`config.mk`:
```
export PLATFORM = sky130hd
export DESIGN_NAME = add_arb
export DESIGN_NICKNAME = d
export VERILOG_FILES = /design/src/rtl/add_arb_pkg.sv /design/src/rtl/add_arb_rr.sv /design/src/rtl/add_arb.sv
export SDC_FILE = /design/constraint.sdc
export NUM_CORES = 1
export LEC_CHECK = 0
export ABC_CLOCK_PERIOD_IN_PS = 3300
export BUFFER_PORTS_ARGS = -buffer_cell sky130_fd_sc_hd__buf_2
export CAP_MARGIN = 0
export CORE_MARGIN = 8
export CORE_UTILIZATION = 41
export DETAILED_ROUTE_END_ITERATION = 8
export GPL_TIMING_DRIVEN = 0
export HOLD_SLACK_MARGIN = 0.06
export PLACE_DENSITY = 0.79
export SETUP_SLACK_MARGIN = 0.15
export SLEW_MARGIN = 10
export SYNTH_ARGS = -nofsm -noshare
export SYNTH_HDL_FRONTEND = slang
export SYNTH_SLANG_ARGS = --single-unit
export TNS_END_PERCENT = 100
```
`constraint.sdc`:
```
create_clock -name ck -period 3.3 [get_ports ck]
set_input_delay 0.495 -clock ck [delete_from_list [all_inputs] [get_ports ck]]
set_output_delay 0.495 -clock ck [all_outputs]
set_load 0.01 [all_outputs]
```
`src/rtl/add_arb_pkg.sv`:
```
// add_arb_pkg: shared defaults and sizing helpers for the add_arb round-robin
// adder arbiter. Imported by add_arb and add_arb_rr.
package add_arb_pkg;

    localparam int N_REQ_DEFAULT = 4;
    localparam int W_DEFAULT     = 32;

    // Width of a requester index; never narrower than one bit.
    function automatic int id_w(input int n_req);
        return (n_req > 1) ? $clog2(n_req) : 1;
    endfunction

endpackage : add_arb_pkg

```
`src/rtl/add_arb_rr.sv`:
```
// add_arb_rr: purely combinational round-robin picker. Searches the request
// vector starting at ptr_i and wrapping modulo N_REQ; reports the first hit as
// a one-hot grant, its index, and whether anything was found at all.
module add_arb_rr
    import add_arb_pkg::*;
#(
    parameter int N_REQ = N_REQ_DEFAULT,
    parameter int ID_W  = id_w(N_REQ_DEFAULT)
) (
    input  logic [N_REQ-1:0] req_i,
    input  logic [ID_W-1:0]  ptr_i,
    output logic [N_REQ-1:0] gnt_o,
    output logic [ID_W-1:0]  idx_o,
    output logic             any_o
);

    // Candidate gi is the requester gi places after the pointer, wrapped.
    logic [ID_W-1:0]  cand_idx [N_REQ];
    logic [N_REQ-1:0] cand_vld;

    genvar gi;
    generate
        for (gi = 0; gi < N_REQ; gi++) begin : g_cand
            // One extra bit so ptr + offset cannot overflow before the wrap.
            logic [ID_W:0] raw_sum;
            assign raw_sum = {1'b0, ptr_i} + (ID_W+1)'(gi);
            assign cand_idx[gi] = (raw_sum >= (ID_W+1)'(N_REQ))
                                ? ID_W'(raw_sum - (ID_W+1)'(N_REQ))
                                : raw_sum[ID_W-1:0];
            assign cand_vld[gi] = req_i[cand_idx[gi]];
        end
    endgenerate

    // First valid candidate in rotated order wins.
    always_comb begin
        logic found;
        found = 1'b0;
        gnt_o = '0;
        idx_o = '0;
        for (int i = 0; i < N_REQ; i++) begin
            if (!found && cand_vld[i]) begin
                found = 1'b1;
                idx_o = cand_idx[i];
            end
        end
        if (found) begin
            gnt_o[idx_o] = 1'b1;
        end
        any_o = found;
    end

endmodule : add_arb_rr

```
`src/rtl/add_arb.sv`:
```
// add_arb: shares one registered W-bit adder among N_REQ requesters.
// A round-robin picker grants one requester per cycle whenever the single
// output slot is free (empty, or being drained this cycle); the sum appears on
// the response bus one cycle after the accept, tagged by a one-hot valid.
// Optional feature: define ADD_ARB_CARRY_EN to register the adder carry-out and
// expose it on o_rsp_carry.
module add_arb
    import add_arb_pkg::*;
#(
    parameter int N_REQ = N_REQ_DEFAULT,
    parameter int W     = W_DEFAULT
) (
    input  logic               ck,
    input  logic               i_rst_n,
    input  logic [N_REQ-1:0]   i_req_vld,
    input  logic [N_REQ*W-1:0] i_req_a,
    input  logic [N_REQ*W-1:0] i_req_b,
    output logic [N_REQ-1:0]   o_req_rdy,
    output logic [N_REQ-1:0]   o_rsp_vld,
    output logic [W-1:0]       o_rsp_res,
`ifdef ADD_ARB_CARRY_EN
    output logic               o_rsp_carry,
`endif
    input  logic [N_REQ-1:0]   i_rsp_rdy
);

    localparam int ID_W = id_w(N_REQ);

    // Output slot record: everything the consumer sees, held in one register.
    typedef struct packed {
        logic            vld;
        logic [ID_W-1:0] owner;
        logic [W-1:0]    res;
`ifdef ADD_ARB_CARRY_EN
        logic            carry;
`endif
    } slot_t;

    slot_t           slot_q, slot_d;
    logic [ID_W-1:0] ptr_q, ptr_d;

    // Operand buses split into per-requester words for indexed selection.
    logic [W-1:0] a_arr [N_REQ];
    logic [W-1:0] b_arr [N_REQ];

    genvar gi;
    generate
        for (gi = 0; gi < N_REQ; gi++) begin : g_unpack
            assign a_arr[gi] = i_req_a[gi*W +: W];
            assign b_arr[gi] = i_req_b[gi*W +: W];
        end
    endgenerate

    logic [N_REQ-1:0] rr_gnt;
    logic [ID_W-1:0]  rr_idx;
    logic             rr_any;

    add_arb_rr #(
        .N_REQ (N_REQ),
        .ID_W  (ID_W)
    ) u_rr (
        .req_i (i_req_vld),
        .ptr_i (ptr_q),
        .gnt_o (rr_gnt),
        .idx_o (rr_idx),
        .any_o (rr_any)
    );

    // The slot can take a new result if it is empty or its owner drains now.
    logic slot_free;
    logic accept;
    logic drain;

    assign slot_free = !slot_q.vld | i_rsp_rdy[slot_q.owner];
    assign drain     = slot_q.vld & i_rsp_rdy[slot_q.owner];
    // Reset gates the grant so nothing is accepted while in reset.
    assign accept    = i_rst_n & slot_free & rr_any;
    assign o_req_rdy = accept ? rr_gnt : '0;

    logic [W-1:0] op_a, op_b;
    assign op_a = a_arr[rr_idx];
    assign op_b = b_arr[rr_idx];

`ifdef ADD_ARB_CARRY_EN
    logic [W:0] sum_full;
    assign sum_full = {1'b0, op_a} + {1'b0, op_b};
`else
    logic [W-1:0] sum_full;
    assign sum_full = op_a + op_b;
`endif

    // Next slot/pointer: a new accept overwrites the slot (even while it
    // drains), otherwise a drain just clears the valid bit.
    always_comb begin
        slot_d = slot_q;
        ptr_d  = ptr_q;
        if (accept) begin
            slot_d.vld   = 1'b1;
            slot_d.owner = rr_idx;
            slot_d.res   = sum_full[W-1:0];
`ifdef ADD_ARB_CARRY_EN
            slot_d.carry = sum_full[W];
`endif
            ptr_d = (rr_idx == ID_W'(N_REQ-1)) ? '0 : rr_idx + 1'b1;
        end else if (drain) begin
            slot_d.vld = 1'b0;
        end
    end

    // State registers with synchronous active-low reset discarding the slot.
    always_ff @(posedge ck) begin
        if (!i_rst_n) begin
            slot_q <= '0;
            ptr_q  <= '0;
        end else begin
            slot_q <= slot_d;
            ptr_q  <= ptr_d;
        end
    end

    localparam logic [N_REQ-1:0] OH_BASE = {{(N_REQ-1){1'b0}}, 1'b1};

    assign o_rsp_vld = slot_q.vld ? (OH_BASE << slot_q.owner) : '0;
    assign o_rsp_res = slot_q.res;
`ifdef ADD_ARB_CARRY_EN
    assign o_rsp_carry = slot_q.carry;
`endif

endmodule : add_arb

```
# ---- Word level (Yosys, flattened, before mapping)
# Cells that the tools add are included.
dict set report totals {
  reg_bits 37
  latch_bits 0
  ram_bits 0
  romBits 0
  output_inout_bits 40
  elab_cells 77
  n_memories 0
}
dict set report classes {
  addsub 9
  multipliers 0
  n_div 0
  order_cmp 12
  n_eq_ne 1
  shifts 1
  mux 36
  n_bitwise 5
  reduce_logical 9
}
# operator count
set ops {}
lappend ops {{$bmux W32 S2} 2}
lappend ops {{$mux W32} 4}
lappend ops {{$add A32 B32 Y32} 1}
lappend ops {{$lt A2 B3 Y1 const B} 6}
lappend ops {{$mux W2} 9}
lappend ops {{$ge A3 B3 Y1 const B} 4}
lappend ops {{$mux W1} 12}
lappend ops {{$mux W4} 3}
lappend ops {{$bmux W1 S2} 5}
lappend ops {{$sub A2 B1 Y2 const B} 4}
lappend ops {{$add A2 B2 Y3 const B} 2}
lappend ops {{$logic_and A1 B1 Y1} 4}
lappend ops {{$logic_not A1 Y1} 4}
lappend ops {{$shl A1 B2 Y4 const A} 1}
lappend ops {{$add A2 B1 Y3 const B} 1}
lappend ops {{$and A1 B1 Y1} 3}
lappend ops {{$ge A2 B3 Y1 const B} 1}
lappend ops {{$not A2 Y3} 1}
lappend ops {{$add A2 B1 Y2 const B} 1}
lappend ops {{$demux W1 S2} 1}
lappend ops {{$eq A2 B2 Y1 const B} 1}
lappend ops {{$ge A2 B1 Y1 const B} 1}
lappend ops {{$reduce_bool A2 Y1} 1}
lappend ops {{$or A1 B1 Y1} 1}

# ---- Logic depth before layout (Yosys ltp)
dict set report depth {
  word_depth 20
  mapped_depth 19
}

# ---- By module
# A second synthesis with hierarchy kept.
dict set report unflattened {
  hier_cells 557
  hier_area_um2 5154.9
}
# module instances cells_per_inst area_per_inst_um2 seq_area_each_um2
set by_module_without_submodules {}
lappend by_module_without_submodules {add_arb 1 524 4943.5 740.7}
lappend by_module_without_submodules {add_arb_rr 1 33 211.5 0.0}

# ---- Worst setup path after synthesis
# Ideal clock, no wire load.
dict set report synth_timing {
  kind {input port to flip-flop}
  start {input i_req_vld[0]}
  end {register slot_q, in the netlist o_rsp_res[17]}
  t_arrival_ns 3.412
  t_required_ns 3.181
  setup_slack_ns -0.230
  stages 18
  path_cell_list {a21oi_1 > o21a_1 > o22ai_1 > buf_2 > inv_2 > clkbuf_1 > nand2_1 > and3_1 > a31oi_1 > ha_1 > a21o_1 > a21oi_1 > o21ai_2 > a31oi_2 > o21ai_1 > a311oi_1 > xor2_1 > o21ai_1}
}
dict set report synth_via {
  elab_chain_len 17
}
# element line
set synth_lines {}
lappend synth_lines {{start: declaration} add_arb.sv:15} ;# input logic [N_REQ-1:0] i_req_vld,
lappend synth_lines {{$bmux W1 S2} add_arb_rr.sv:30} ;# assign cand_vld[gi] = req_i[cand_idx[gi]];
lappend synth_lines {{$mux W1 (implied by the code)} add_arb_rr.sv:30}
lappend synth_lines {{$mux W1} add_arb_rr.sv:41} ;# if (!found && cand_vld[i]) begin
lappend synth_lines {{$logic_not A1 Y1} add_arb_rr.sv:41}
lappend synth_lines {{$logic_and A1 B1 Y1} add_arb_rr.sv:41}
lappend synth_lines {{$mux W1} add_arb_rr.sv:41}
lappend synth_lines {{$logic_not A1 Y1} add_arb_rr.sv:41}
lappend synth_lines {{$logic_and A1 B1 Y1} add_arb_rr.sv:41}
lappend synth_lines {{$mux W1} add_arb_rr.sv:41}
lappend synth_lines {{$logic_not A1 Y1} add_arb_rr.sv:41}
lappend synth_lines {{$logic_and A1 B1 Y1} add_arb_rr.sv:41}
lappend synth_lines {{$mux W2} add_arb_rr.sv:41}
lappend synth_lines {{$not A2 Y3 (implied by the code)} {add_arb.sv:81, add_arb.sv:82}}
lappend synth_lines {{$bmux W32 S2 (on tied branches)} {add_arb.sv:81, add_arb.sv:82}}
lappend synth_lines {{$mux W32 (on tied branches) (2 in series)} {add_arb.sv:81, add_arb.sv:82}}
lappend synth_lines {{$add A32 B32 Y32} add_arb.sv:89} ;# assign sum_full = op_a + op_b;
lappend synth_lines {{end signal: assignment} add_arb.sv:116} ;# slot_q <= slot_d;
lappend synth_lines {{end: declaration} add_arb.sv:39} ;# slot_t slot_q, slot_d;
# Parallel ways exist; a longest one is shown, timed or not. The select of a mux whose other input is x is not followed.
# A chain may end at the register's enable or synchronous reset.

# ---- Worst setup path after layout
dict set report layout_timing {
  start {register ptr_q[1]}
  end {register slot_q, in the netlist o_rsp_res[31]}
}
dict set report layout_via {
  elab_chain_len 19
}
# element line
set layout_lines {}
lappend layout_lines {{start: declaration} add_arb.sv:40} ;# logic [ID_W-1:0] ptr_q, ptr_d;
lappend layout_lines {{start signal: assignment} add_arb.sv:117} ;# ptr_q <= ptr_d;
lappend layout_lines {{parallel branches: the longest is 19 deep, another holds $add A2 B1 Y3} --}
# Several ways; the timed one is not identified. The select of a mux whose other input is x is not followed.

==> impl_metrics.yaml <==
status:
  outcome: "finished with violations"
  violations: "negative setup slack"
cts:
  cts_root_buffer: "clkbuf_16"
  clock_sinks: 37
  cts.path.max_buffers: 2
  cts_tree: "built"
  cts_max_level: 2
  clk_pin_slew_ns: 0.06
  cts_made_buffers: 5
  clkLatencyLatePin_ns: 0.28
logic_synthesis:
  ys.flop_type: "dfxtp_1"
  synthArstFlopShare_pct: 0
  synth_enable_flop_cells: 0
  yosysUniqueCellTypes: 58
  synthesis.nets: 1113
  synth_area_sq_um: 5100
  syn_area_per_cell_sq_um: 6.29
  ys_seq_area_share_pct: 14.5
  synth_seq_cells: 37
  synth_cells: 811
  ys_warn_count: 0
timing:
  relSlewSlack_pct: 67.5
  drv_slew: 0
  setup_ws_ns: -0.399
  setup-violations-final: 23
  fmax_ghz: 0.270
  finalHoldViolations: 0
  min_period_ns: 3.70
  worst_pin_slew_ns: 0.487
  finalSetupTns_ns: -5.28
  fin_skew_ns: 0.00551
  rsz0062_at_grt: "yes"
  timing.final.crit_share_pct: 112
  fin_hold_ws_ns: 0.460
drt:
  antenna_left: 0
  avgRoutedWirePerCell_microns: 18.6
  drc: 0
  num_vias: 7376
  vias_per_cell: 5.48
  finalWirelength_microns: 25000
  dr.pass1.iters: 5
  drt_iter0_drc: 509
global_route:
  grt_usage_pct: 27.9
  grt_max_degree: 12
  gr-total-overflow: 0
  antenna_found_initial: 2
  grt_pass1_vias: 7362
  grt_pass1_wl_microns: 36600
critical_path:
  crit_path_start_kind: "flip-flop"
  path_class: "reg2reg"
  cp-end-kind: "flip-flop"
  cp_max_fo: 10
  crit_required_ns: 3.46
  cp.arrival_ns: 3.86
floorplanning:
  core_area_sq_um: 12100
  initial_core_util_pct: 42.3
  dieArea_sq_um: 16300
  die_w_microns: 128
  die_h_microns: 128
  placementRows: 40
  io_pins: 306
final_layout:
  diodes: 0
  layout_commonest_cell: "buf_2"
  utilization_pct: 69.0
  drive_gt1_share_pct: 46.2
  finalNonFillerCells: 1347
  areaGrowthSynthToFinish_pct: 63.1
  fin_area_sq_um: 8320
  final_cell_mix: "buf_2, nand2_1, buf_4"
  final_nets: 1480
power_and_ir_drop:
  ir_drop_v: 0.000363
  finalPower_mw: 7.22
  p_leak_nw: 4.34
  power_per_cell_area_nw_per_um2: 868
placed_design:
  dp_worst_setup_slack_ns: -1.24
  portBuffers: 305
  hpwlAfterDp_microns: 18700
  place_area_sq_um: 6960
  gp_congestion: 0.945
  dp.cells: 1284
run:
  maxCapViolations: 0
min_path:
  min_path_type: "reg2reg"
-- registers in the layout (all words and copies together) (netlist names) --
| name | cells |
|---|---|
| o_rsp_res | 32 |
| ptr_q | 2 |
| slot_q | 3 |
-- routing by layer --
metal	track usage (%)	part of all wire (%)	up-vias
met5	0	0.072	-
li1	-	-	3543
met3	6.66	9.4	67
met1	31.7	38	3369
met4	9.02	3.2	4
met2	50.1	49	393
-- critical path, stage by stage, from the launching register on --
cell and delay, ns:
dfxtp_4 0.40, a21oi_2 0.06, o21a_1 0.18, o22ai_2 0.22, buf_6 0.21, buf_6 0.12, buf_6 0.12, nand2_1 0.05
and3_1 0.20, a31oi_4 0.19, ha_1 0.26, a21o_1 0.19, a21oi_4 0.22, o21ai_4 0.12, a31o_4 0.27, a211oi_4 0.29
o31ai_2 0.12, xnor2_1 0.26, o21ai_1 0.09
-- path summary, 6_finish.rpt --
path | slack [ns] | depth (start not counted) | from | end
worst max register to register | -0.40 | 18 | ptr_q[1]$_SDFFE_PN0P_ | o_rsp_res[31]$_SDFFE_PN0P_
worst min-delay path | 0.46 | 2 | o_rsp_res[0]$_SDFFE_PN0P_ | o_rsp_res[0]$_SDFFE_PN0P_
worst max-delay path | -0.40 | 18 | ptr_q[1]$_SDFFE_PN0P_ | o_rsp_res[31]$_SDFFE_PN0P_
worst min register to register | 0.46 | 2 | o_rsp_res[0]$_SDFFE_PN0P_ | o_rsp_res[0]$_SDFFE_PN0P_
-- power by group --
group	total [mW]	internal [mW]	switching (mW)
registers	0.743	0.630	0.113
clock network	0.450	0.277	0.173
logic	6.03	2.83	3.20
total	7.22	3.74	3.49
-- cell usage after synthesis, types with 15 or more instances --
cell | n | area [sq um]
and3_1 | 69 | 432
buf_4 | 32 | 240
a31oi_1 | 65 | 407
nand3_1 | 38 | 190
clkbuf_1 | 28 | 105
a21o_1 | 15 | 113
ha_1 | 35 | 438
dfxtp_1 | 37 | 741
buf_2 | 16 | 80.1
a21oi_1 | 30 | 150
nand2_1 | 271 | 1020
xnor2_1 | 18 | 158
o21ai_0 | 28 | 140
-- area by class of cell --
cell class / instances / area [sq um]
clock inverter: 2 / 10.0
timing repair buffer: 359 / 1980
timing repair inverter: 1 / 6.26
sequential: 37 / 748
tap: 168 / 210
clock buffer: 6 / 129
multi-input combinational: 676 / 4470
buffer: 85 / 708
inverter: 13 / 63.8
fill: 1038 / 3740
-- timing repair --
item,in CTS,in global routing
resized for setup,127,56
endpoints found under the setup margin,34,27
cloned,4,0
pin swaps,34,35
setup buffers,35,16
hold buffers,0,0
endpoints found under the hold margin,0,0
-- cells by family (layout without fill, tap and decap cells) --
logic type / after synthesis / in the layout / synth area share (%)
simple gates: 417 / 417 / 36.5
compound gates: 190 / 190 / 24.1
buf+inv: 98 / 466 / 9.98
flops: 37 / 37 / 14.5
fa+ha+maj: 36 / 36 / 8.97
xor+xnor: 31 / 31 / 5.32
mux: 2 / 2 / 0.637
Note: power is estimated with default switching activity, not from simulation.
